## src/rtl/cache_bus_arbiter_pkg.sv

```systemverilog
// Shared types for the cache bus: bus FSM states, requester IDs and the
// grant priority decision used when the bus is idle.
package cache_bus_arbiter_pkg;

  typedef enum logic [1:0] {
    IDLE  = 2'd0,
    BURST = 2'd1,
    DONE  = 2'd2
  } busstate_t;

  typedef enum logic {
    REQ_IFU = 1'b0,
    REQ_LSU = 1'b1
  } reqid_t;

  // First matching rule wins. A D$ writeback is normally followed by the
  // refill of the same set, so the LSU keeps the bus for that fill before
  // the I$ gets its fairness turn.
  function automatic reqid_t arbitrate(
    input logic   ifu_req,
    input logic   lsu_fill,
    input logic   lsu_req,
    input reqid_t last_grant,
    input logic   last_write
  );
    reqid_t g;
    if (last_write && lsu_fill)                g = REQ_LSU;
    else if (last_grant == REQ_LSU && ifu_req) g = REQ_IFU;
    else if (lsu_req)                          g = REQ_LSU;
    else                                       g = REQ_IFU;
    return g;
  endfunction

endpackage

```

## src/rtl/cache_bus_arbiter_busbeatcounter.sv

```systemverilog
// Beat counter for one burst: an enabled, resettable register that counts
// accepted beats and flags the final beat of the line. It wraps to zero
// after the final beat, so it is already cleared for the next burst.
module cache_bus_arbiter_busbeatcounter #(
  parameter int LOGBWPL = 3
) (
  input  logic               clk_i,
  input  logic               reset_i,
  input  logic               en_i,
  output logic [LOGBWPL-1:0] count_o,
  output logic               final_o
);

  logic [LOGBWPL-1:0] count_q;
  logic [LOGBWPL-1:0] count_d;

  assign count_d = count_q + LOGBWPL'(1);

  // Advance on every accepted beat; natural wrap returns to beat 0.
  always_ff @(posedge clk_i) begin
    if (reset_i)   count_q <= '0;
    else if (en_i) count_q <= count_d;
  end

  assign count_o = count_q;
  assign final_o = &count_q;

endmodule

```

## src/rtl/cache_bus_arbiter.sv

```systemverilog
// Arbiter sharing the beat-oriented memory bus between the I$ (line fills)
// and the D$ (line fills and dirty writebacks). One requester owns the bus
// for a whole burst; the beat counter and fill buffer are shared by both.
module cache_bus_arbiter
  import cache_bus_arbiter_pkg::*;
#(
  parameter int PA_BITS = 34,
  parameter int LINELEN = 512,
  parameter int AHBW    = 64,
  parameter int LOGBWPL = 3
) (
  input  logic               clk,
  input  logic               reset,
  input  logic [1:0]         IFUCacheBusRW,
  input  logic [PA_BITS-1:0] IFUCacheBusAdr,
  output logic               IFUCacheBusAck,
  input  logic [1:0]         LSUCacheBusRW,
  input  logic [PA_BITS-1:0] LSUCacheBusAdr,
  input  logic [AHBW-1:0]    LSUWriteData,
  output logic               LSUCacheBusAck,
  output logic               LSUSelBusBeat,
  output logic [LOGBWPL-1:0] BeatCount,
  output logic [LINELEN-1:0] FetchBuffer,
  output logic               BusReq,
  output logic               BusWrite,
  output logic [PA_BITS-1:0] BusAdr,
  output logic [AHBW-1:0]    BusWData,
  input  logic               BusReady,
  input  logic [AHBW-1:0]    BusRData
);

  localparam int NBEATS  = LINELEN / AHBW;
  localparam int BYTE_SH = $clog2(AHBW / 8);

  busstate_t          state_q, state_d;
  reqid_t             grant_q, grant_d;
  reqid_t             last_grant_q;
  logic               write_q, write_d;
  logic               last_write_q;
  logic [PA_BITS-1:0] adr_q, adr_d;
  logic [AHBW-1:0]    fb_q [NBEATS];

  logic ifu_req, lsu_fill, lsu_wb, lsu_req, any_req;
  logic in_burst, beat_en, final_beat, last_ready, grab;
  logic [LOGBWPL-1:0] beat;

  // The I$ never writes back, so its RW[0] carries no meaning here.
  logic unused_ifu_rw0;
  assign unused_ifu_rw0 = IFUCacheBusRW[0];

  assign ifu_req  = IFUCacheBusRW[1];
  assign lsu_fill = LSUCacheBusRW[1];
  assign lsu_wb   = LSUCacheBusRW[0];
  assign lsu_req  = lsu_fill | lsu_wb;
  assign any_req  = ifu_req | lsu_req;

  assign in_burst   = (state_q == BURST);
  assign beat_en    = in_burst & BusReady;
  assign last_ready = beat_en & final_beat;
  assign grab       = (state_q == IDLE) & any_req;

  // Grant decision, valid only while idle; captured when the burst starts.
  assign grant_d = arbitrate(ifu_req, lsu_fill, lsu_req, last_grant_q, last_write_q);
  assign write_d = (grant_d == REQ_LSU) & lsu_wb;
  assign adr_d   = (grant_d == REQ_LSU) ? LSUCacheBusAdr : IFUCacheBusAdr;

  cache_bus_arbiter_busbeatcounter #(
    .LOGBWPL (LOGBWPL)
  ) u_beatcnt (
    .clk_i   (clk),
    .reset_i (reset),
    .en_i    (beat_en),
    .count_o (beat),
    .final_o (final_beat)
  );

  // Bus FSM next-state and bus request.
  always_comb begin
    state_d = state_q;
    BusReq  = 1'b0;
    case (state_q)
      IDLE: begin
        if (any_req) state_d = BURST;
      end
      BURST: begin
        BusReq = 1'b1;
        if (last_ready) state_d = DONE;
      end
      DONE: begin
        state_d = IDLE;
      end
      default: begin
        state_d = IDLE;
      end
    endcase
  end

  // Control state: FSM, latched grant/direction and arbitration history.
  always_ff @(posedge clk) begin
    if (reset) begin
      state_q      <= IDLE;
      grant_q      <= REQ_IFU;
      write_q      <= 1'b0;
      last_grant_q <= REQ_IFU;
      last_write_q <= 1'b0;
    end else begin
      state_q <= state_d;
      if (grab) begin
        grant_q <= grant_d;
        write_q <= write_d;
      end
      if (last_ready) begin
        last_grant_q <= grant_q;
        last_write_q <= write_q;
      end
    end
  end

  // Burst base address, held for the whole burst.
  always_ff @(posedge clk) begin
    if (grab) adr_q <= adr_d;
  end

  // Fill buffer: each read beat lands in its slot; contents persist
  // between bursts so the caches can read the line after the Ack.
  always_ff @(posedge clk) begin
    if (reset) begin
      for (int i = 0; i < NBEATS; i++) fb_q[i] <= '0;
    end else if (beat_en && !write_q) begin
      fb_q[beat] <= BusRData;
    end
  end

  for (genvar b = 0; b < NBEATS; b++) begin : g_fb
    assign FetchBuffer[b*AHBW +: AHBW] = fb_q[b];
  end

  assign BeatCount      = beat;
  assign BusWrite       = in_burst & write_q;
  assign BusAdr         = adr_q + (PA_BITS'(beat) << BYTE_SH);
  assign BusWData       = LSUWriteData;
  assign IFUCacheBusAck = last_ready & (grant_q == REQ_IFU);
  assign LSUCacheBusAck = last_ready & (grant_q == REQ_LSU);
  assign LSUSelBusBeat  = (state_q != IDLE) & (grant_q == REQ_LSU);

endmodule

```

## config.mk

```make
export PLATFORM = sky130hd
export DESIGN_NAME = cache_bus_arbiter
export DESIGN_NICKNAME = d
export VERILOG_FILES = /design/src/rtl/cache_bus_arbiter_pkg.sv /design/src/rtl/cache_bus_arbiter_busbeatcounter.sv /design/src/rtl/cache_bus_arbiter.sv
export SDC_FILE = /design/constraint.sdc
export NUM_CORES = 1
export LEC_CHECK = 0
export ABC_AREA = 1
export BUFFER_PORTS_ARGS = -buffer_cell sky130_fd_sc_hd__clkbuf_2
export CELL_PAD_IN_SITES_DETAIL_PLACEMENT = 2
export CELL_PAD_IN_SITES_GLOBAL_PLACEMENT = 2
export CORE_AREA = 5 5 320 322
export CTS_BUF_LIST = sky130_fd_sc_hd__clkbuf_4 sky130_fd_sc_hd__clkbuf_8
export DETAILED_ROUTE_END_ITERATION = 10
export DIE_AREA = 0 0 325 327
export PLACE_DENSITY_LB_ADDON = 0.1
export SYNTH_ARGS = -nofsm -noshare
export SYNTH_HDL_FRONTEND = slang
export SYNTH_SLANG_ARGS = --single-unit
```

## constraint.sdc

```tcl
create_clock -name clk -period 10.25 [get_ports clk]
set_input_delay 3.075 -clock clk [delete_from_list [all_inputs] [get_ports clk]]
set_output_delay 3.075 -clock clk [all_outputs]
set_load 0.02 [all_outputs]
```

---- Word-level counts from Yosys, hierarchy flattened ----
Memories as Yosys holds them, arrays and structs flattened.
Index checks and enable logic that the tools add are counted.
word-level totals
  register bits after elaboration ......... 43
  latch bits .............................. 0
  bits in writable memories ............... 512
  ROM bits ................................ 0
  output and inout port bits .............. 618
  memories ................................ 1
operators by class
  add/subtract/negate cells ............... 2
  multipliers ............................. 0
  divide/modulo/power cells ............... 0
  magnitude comparators ................... 0
  equal/unequal tests ..................... 3
  shift-type cells ........................ 0
  muxes and demuxes ....................... 16
  bitwise gates (word level) .............. 11
  reductions and logical operators ........ 9
memories
  memory  words  width  read ports  clocked after memory_dff  wr ports  RTL line                 RTL
  fb_q    8      64     8           0                         8         cache_bus_arbiter.sv:41  logic [AHBW-1:0] fb_q [NBEATS];
operators by type and width
  operator                                                          count
  64-bit two-way mux                                                1
  64-bit OR reduction                                               1
  34-bit by 6-bit adder with 34-bit output                          1
  34-bit two-way mux                                                1
  1-bit two-way mux                                                 10
  1-bit bitwise AND                                                 8
  2-bit two-way mux                                                 2
  2-bit one-hot mux with 2 select lines                             1
  3-bit by 1-bit adder with 3-bit output (second input constant)    1
  1-bit logical AND                                                 3
  3-bit two-way mux                                                 1
  3-bit AND reduction                                               1
  2-bit by 1-bit == test with 1-bit output (second input constant)  1
  2-bit zero test                                                   1
  2-bit by 1-bit != test with 1-bit output (second input constant)  1
  2-bit != test (second input constant)                             1
  1-bit bitwise OR                                                  2
  2-bit AND reduction                                               1
  2-bit nonzero test                                                1
  1-bit zero test                                                   1
  1-bit inverter                                                    1

---- Longest topological paths before layout ----
  depth in word-level cells ............... 8
  gate-level depth with buffers ........... 9
  depth with buffers taken out ............ 9

---- Modules after synthesis ----
From an unflattened synthesis, not the netlist that was laid out.
second synthesis, totals
  cells, all modules ...................... 1,652
  area total of the unflattened synthesis .. 21,446.8 sq um
modules (own cells, without submodules)
  module                            times used  cells each  area each (sq um)  seq. area each (sq um)
  cache_bus_arbiter                 1           1,632       21,305.4           16,515.8
  cache_bus_arbiter_busbeatcounter  1           20          141.4              60.1

---- Least setup slack after synthesis ----
No wires, ideal clock.
  path type ............................... input-to-output
  start ................................... in BusReady
  end ..................................... out LSUCacheBusAck
  arrival time ............................ 3,742 ps
  required time ........................... 7,175 ps
  path slack .............................. 3,433 ps
  cell stages on the path ................. 4
  cell sequence ........................... inv_1 nor2_4 nand2_1 nor2_1
between the ends
  longest elaborated chain between the ends .. 3
RTL lines
  item               RTL line                  RTL
  from (decl)        cache_bus_arbiter.sv:28   input logic BusReady,
  1-bit bitwise AND  cache_bus_arbiter.sv:58   assign beat_en = in_burst & BusReady;
  1-bit bitwise AND  cache_bus_arbiter.sv:59   assign last_ready = beat_en & final_beat;
  1-bit bitwise AND  cache_bus_arbiter.sv:143  assign LSUCacheBusAck = last_ready & (grant_q == REQ_LSU);
  to (decl)          cache_bus_arbiter.sv:20   output logic LSUCacheBusAck,
Every way passes these cells.

---- Final worst setup path ----
Ends and elaborated chain as after synthesis.

==> qor.json <==
{
  "synthTopCellsByArea": "edfxtp_1, nor2_1, nand2_1, buf_4, inv_1",
  "leading_cell_type_by_number_of_instances_after_synthesis": "nor2_1",
  "cts_inserted_buffers": 107,
  "post_cts_resize_count": 0,
  "cap_violations": 0,
  "clockBufferDepth": 3,
  "power.ir.vdd_worst_v": 0.0000676,
  "min_path_type": "reg -> reg",
  "placementRows": 116,
  "initial_core_util": 0.216,
  "cts.hold.buffers_added": 0,
  "fin_crit_period_ns": 7.06,
  "synth_cells": 1643,
  "crit_family": "simple AND/OR/NAND/NOR gates",
  "powerDensity_nw_per_um2": 191,
  "timing.critical_path.to_type": "output pin",
  "hpwl_um": 69000,
  "die_area_um2": 106000,
  "timing.critical_path.cells": "clkbuf_2, inv_1, nor2_4, nand2_1, nor2_1, clkbuf_2",
  "drc_errors": 0,
  "crit_slowest_cell": "nand2_1",
  "core_um2": 99300,
  "synth.lib_cells_used.distinct": 26,
  "yosys_warnings": 0,
  "critical_path_buf_inv_count": 3,
  "power.static_leakage_nw": 12.4,
  "postPlaceCellArea_um2": 25800,
  "drt_first_iter_violations": 827,
  "timing_worst_slew_pin_value_ns": 1.03,
  "finalSetupViolations": 0,
  "asyncSetResetFlopFracSynth": 0,
  "number_of_nets_with_antenna_violations_after_detailed_routing": 0,
  "clk-insertion-delay-late_ns": 0.72,
  "syn_area_per_cell_um2": 13.1,
  "finalClockSkew_ns": 0.0271,
  "grt_pass1_wl_um": 132000,
  "synth_enable_flop_cells": 546,
  "die_w_um": 325,
  "crit_arrival_ns": 3.98,
  "clock-root-buffer": "clkbuf_8",
  "grt.overflow.total": 0,
  "synth_top_flop_cell": "edfxtp_1",
  "post-route-period-util": 0.688,
  "synth_cell_count_leaders": "nor2_1, edfxtp_1, nand2_1",
  "crit_path_max_incr_delay_ns": 0.20,
  "worst_ep_required_time_ns": 7.18,
  "cts_htree_levels": 3,
  "critical_path.startpoint_type": "input pin",
  "area_growth_pct": 29.9,
  "gp_congestion": 0.789,
  "routed-via-count": 15100,
  "grt_use_total": 0.174,
  "grt_pass1_vias": 16600,
  "wl_cell_um": 25.7,
  "max-slew-margin-rel": 0.314,
  "final-max-slew-violation-count": 0,
  "cts_tree": "built",
  "stdcell_area_um2": 27900,
  "detail_route.vias_per_cell": 4.07,
  "ioPinCount": 821,
  "detail_route.first_pass.iterations": 4,
  "hold_viol_final": 0,
  "io_buffers": 691,
  "post_cts_buffers": 0,
  "pin_count_of_the_biggest_net_entering_global_routing": 65,
  "crit_path_max_fanout": 6,
  "rrSetupSlack_ns": 6.81,
  "nets": 2539,
  "ys_ff_latch": 555,
  "status": "complete, no violations",
  "cp_common_cell": "clkbuf_2",
  "finalNonFillerCells": 3713,
  "synth_top_cell_by_area": "edfxtp_1",
  "die-height_um": 327,
  "fmax_ghz": 0.142,
  "dpl.cell_count": 3519,
  "number_of_antenna_violations_at_the_first_check_in_global_routing": 4,
  "synth_top_cell_area_share": 0.764,
  "drive_gt1_frac": 0.376,
  "worst_hold_slack_ns": 0.496,
  "post_synth_instance_area_um2": 21400,
  "numClockSinks": 555,
  "seq_area_frac_synth": 0.773,
  "critical_path_class": "in -> out",
  "syn-num-nets": 1852,
  "drt-total-wl_um": 95300,
  "final.setup.tns_ns": 0,
  "rsz0062_at_grt": "false",
  "clk_pin_slew_ns": 0.06
}
## layout make-up
| class | count | area [um^2] |
|---|---|---|
| diodes | 4 | 10.0 |
| clock buffers | 146 | 1780 |
| clock inverters | 44 | 289 |
| fillers | 11000 | 71400 |
| inverters | 100 | 375 |
| multi-input cells | 857 | 3610 |
| flip-flops and latches | 555 | 16600 |
| well taps | 1298 | 1620 |
| repair buffers | 709 | 3590 |
## flip-flops by register name (all words and copies together) (netlist names)
signal,cells
last_grant_q,1
write_q,1
last_write_q,1
u_beatcnt.count_o,3
fb_q,512
state_q,2
grant_q,1
adr_q,34
## worst reg2reg max path, stage by stage, from the launching register on
cell	delay [ns]
dfxtp_1	0.34
nand2_2	0.09
nor2_4	0.17
nand3_4	0.13
nor2_4	0.27
nand2_4	0.34
buf_4	0.53
nand2_4	0.52
buf_4	0.59
## layer usage
layer,up-vias,track usage,share of wire
met3,165,0.0761,0.098
li1,6775,-,-
met2,643,0.302,0.49
met5,-,0,0
met1,7542,0.186,0.37
met4,0,0.0722,0.040
## per-stage QoR
| step | util | power [mW] | setup WS, ns |
|---|---|---|---|
| 5_1_grt | 0.281 | 5.57 | 3.07 |
| 3_3_place_gp | 0.260 | 3.18 | 3.17 |
| 2_1_floorplan | - | 2.96 | 3.43 |
| 3_5_place_dp | 0.260 | 3.19 | 3.15 |
| 6_report | 0.281 | 5.31 | 3.19 |
| 4_1_cts | 0.281 | 5.43 | 3.15 |
## cells by family (layout without fill, tap and decap cells)
| logic type | Yosys count | in the layout | share of synthesized area |
|---|---|---|---|
| buffers and inverters | 231 | 999 | 0.0645 |
| adders and majority gates | 6 | 6 | 0.00385 |
| and+or+nand+nor | 824 | 824 | 0.150 |
| xor gates and xnor gates | 14 | 14 | 0.00572 |
| DFF | 555 | 555 | 0.773 |
| AOI/OAI and AO/OA | 13 | 13 | 0.00303 |
| other | 0 | 4 | 0 |
## final timing paths
check        cells after the start          from        endpoint
max                              6      BusReady  LSUCacheBusAck
min                              2  last_grant_q    last_grant_q
max reg2reg                      8    state_q[0]     fb_q[2][58]
min reg2reg                      2  last_grant_q    last_grant_q
## where the power goes
part / leakage [nW] / internal (mW) / switching, mW
Clock: 1.08 / 1.19 / 0.994
Combinational: 5.62 / 0.109 / 0.372
Sequential: 5.72 / 2.59 / 0.0458
## layout by cell type (no fill, tap or decap), types with 2 or more instances in the layout
master	synthesis	final
xor2_1	8	8
bufinv_16	0	3
nand2_1	223	207
a21oi_1	10	10
clkbuf_2	0	691
clkinv_1	1	26
diode_2	0	4
nor3_1	2	2
xnor2_1	6	6
inv_8	0	2
clkbuf_4	0	37
clkinv_2	0	9
inv_1	98	98
o21ai_0	3	3
buf_4	94	18
clkinvlp_4	0	5
edfxtp_1	546	546
ha_1	5	5
nand2_4	0	16
nand3_1	16	16
nor2_1	556	556
nor2_2	10	10
nor2_4	3	3
dfxtp_1	9	9
nand3b_1	9	9
clkbuf_8	0	109
nand4_1	2	2
Note: power is estimated with default switching activity, not from simulation.
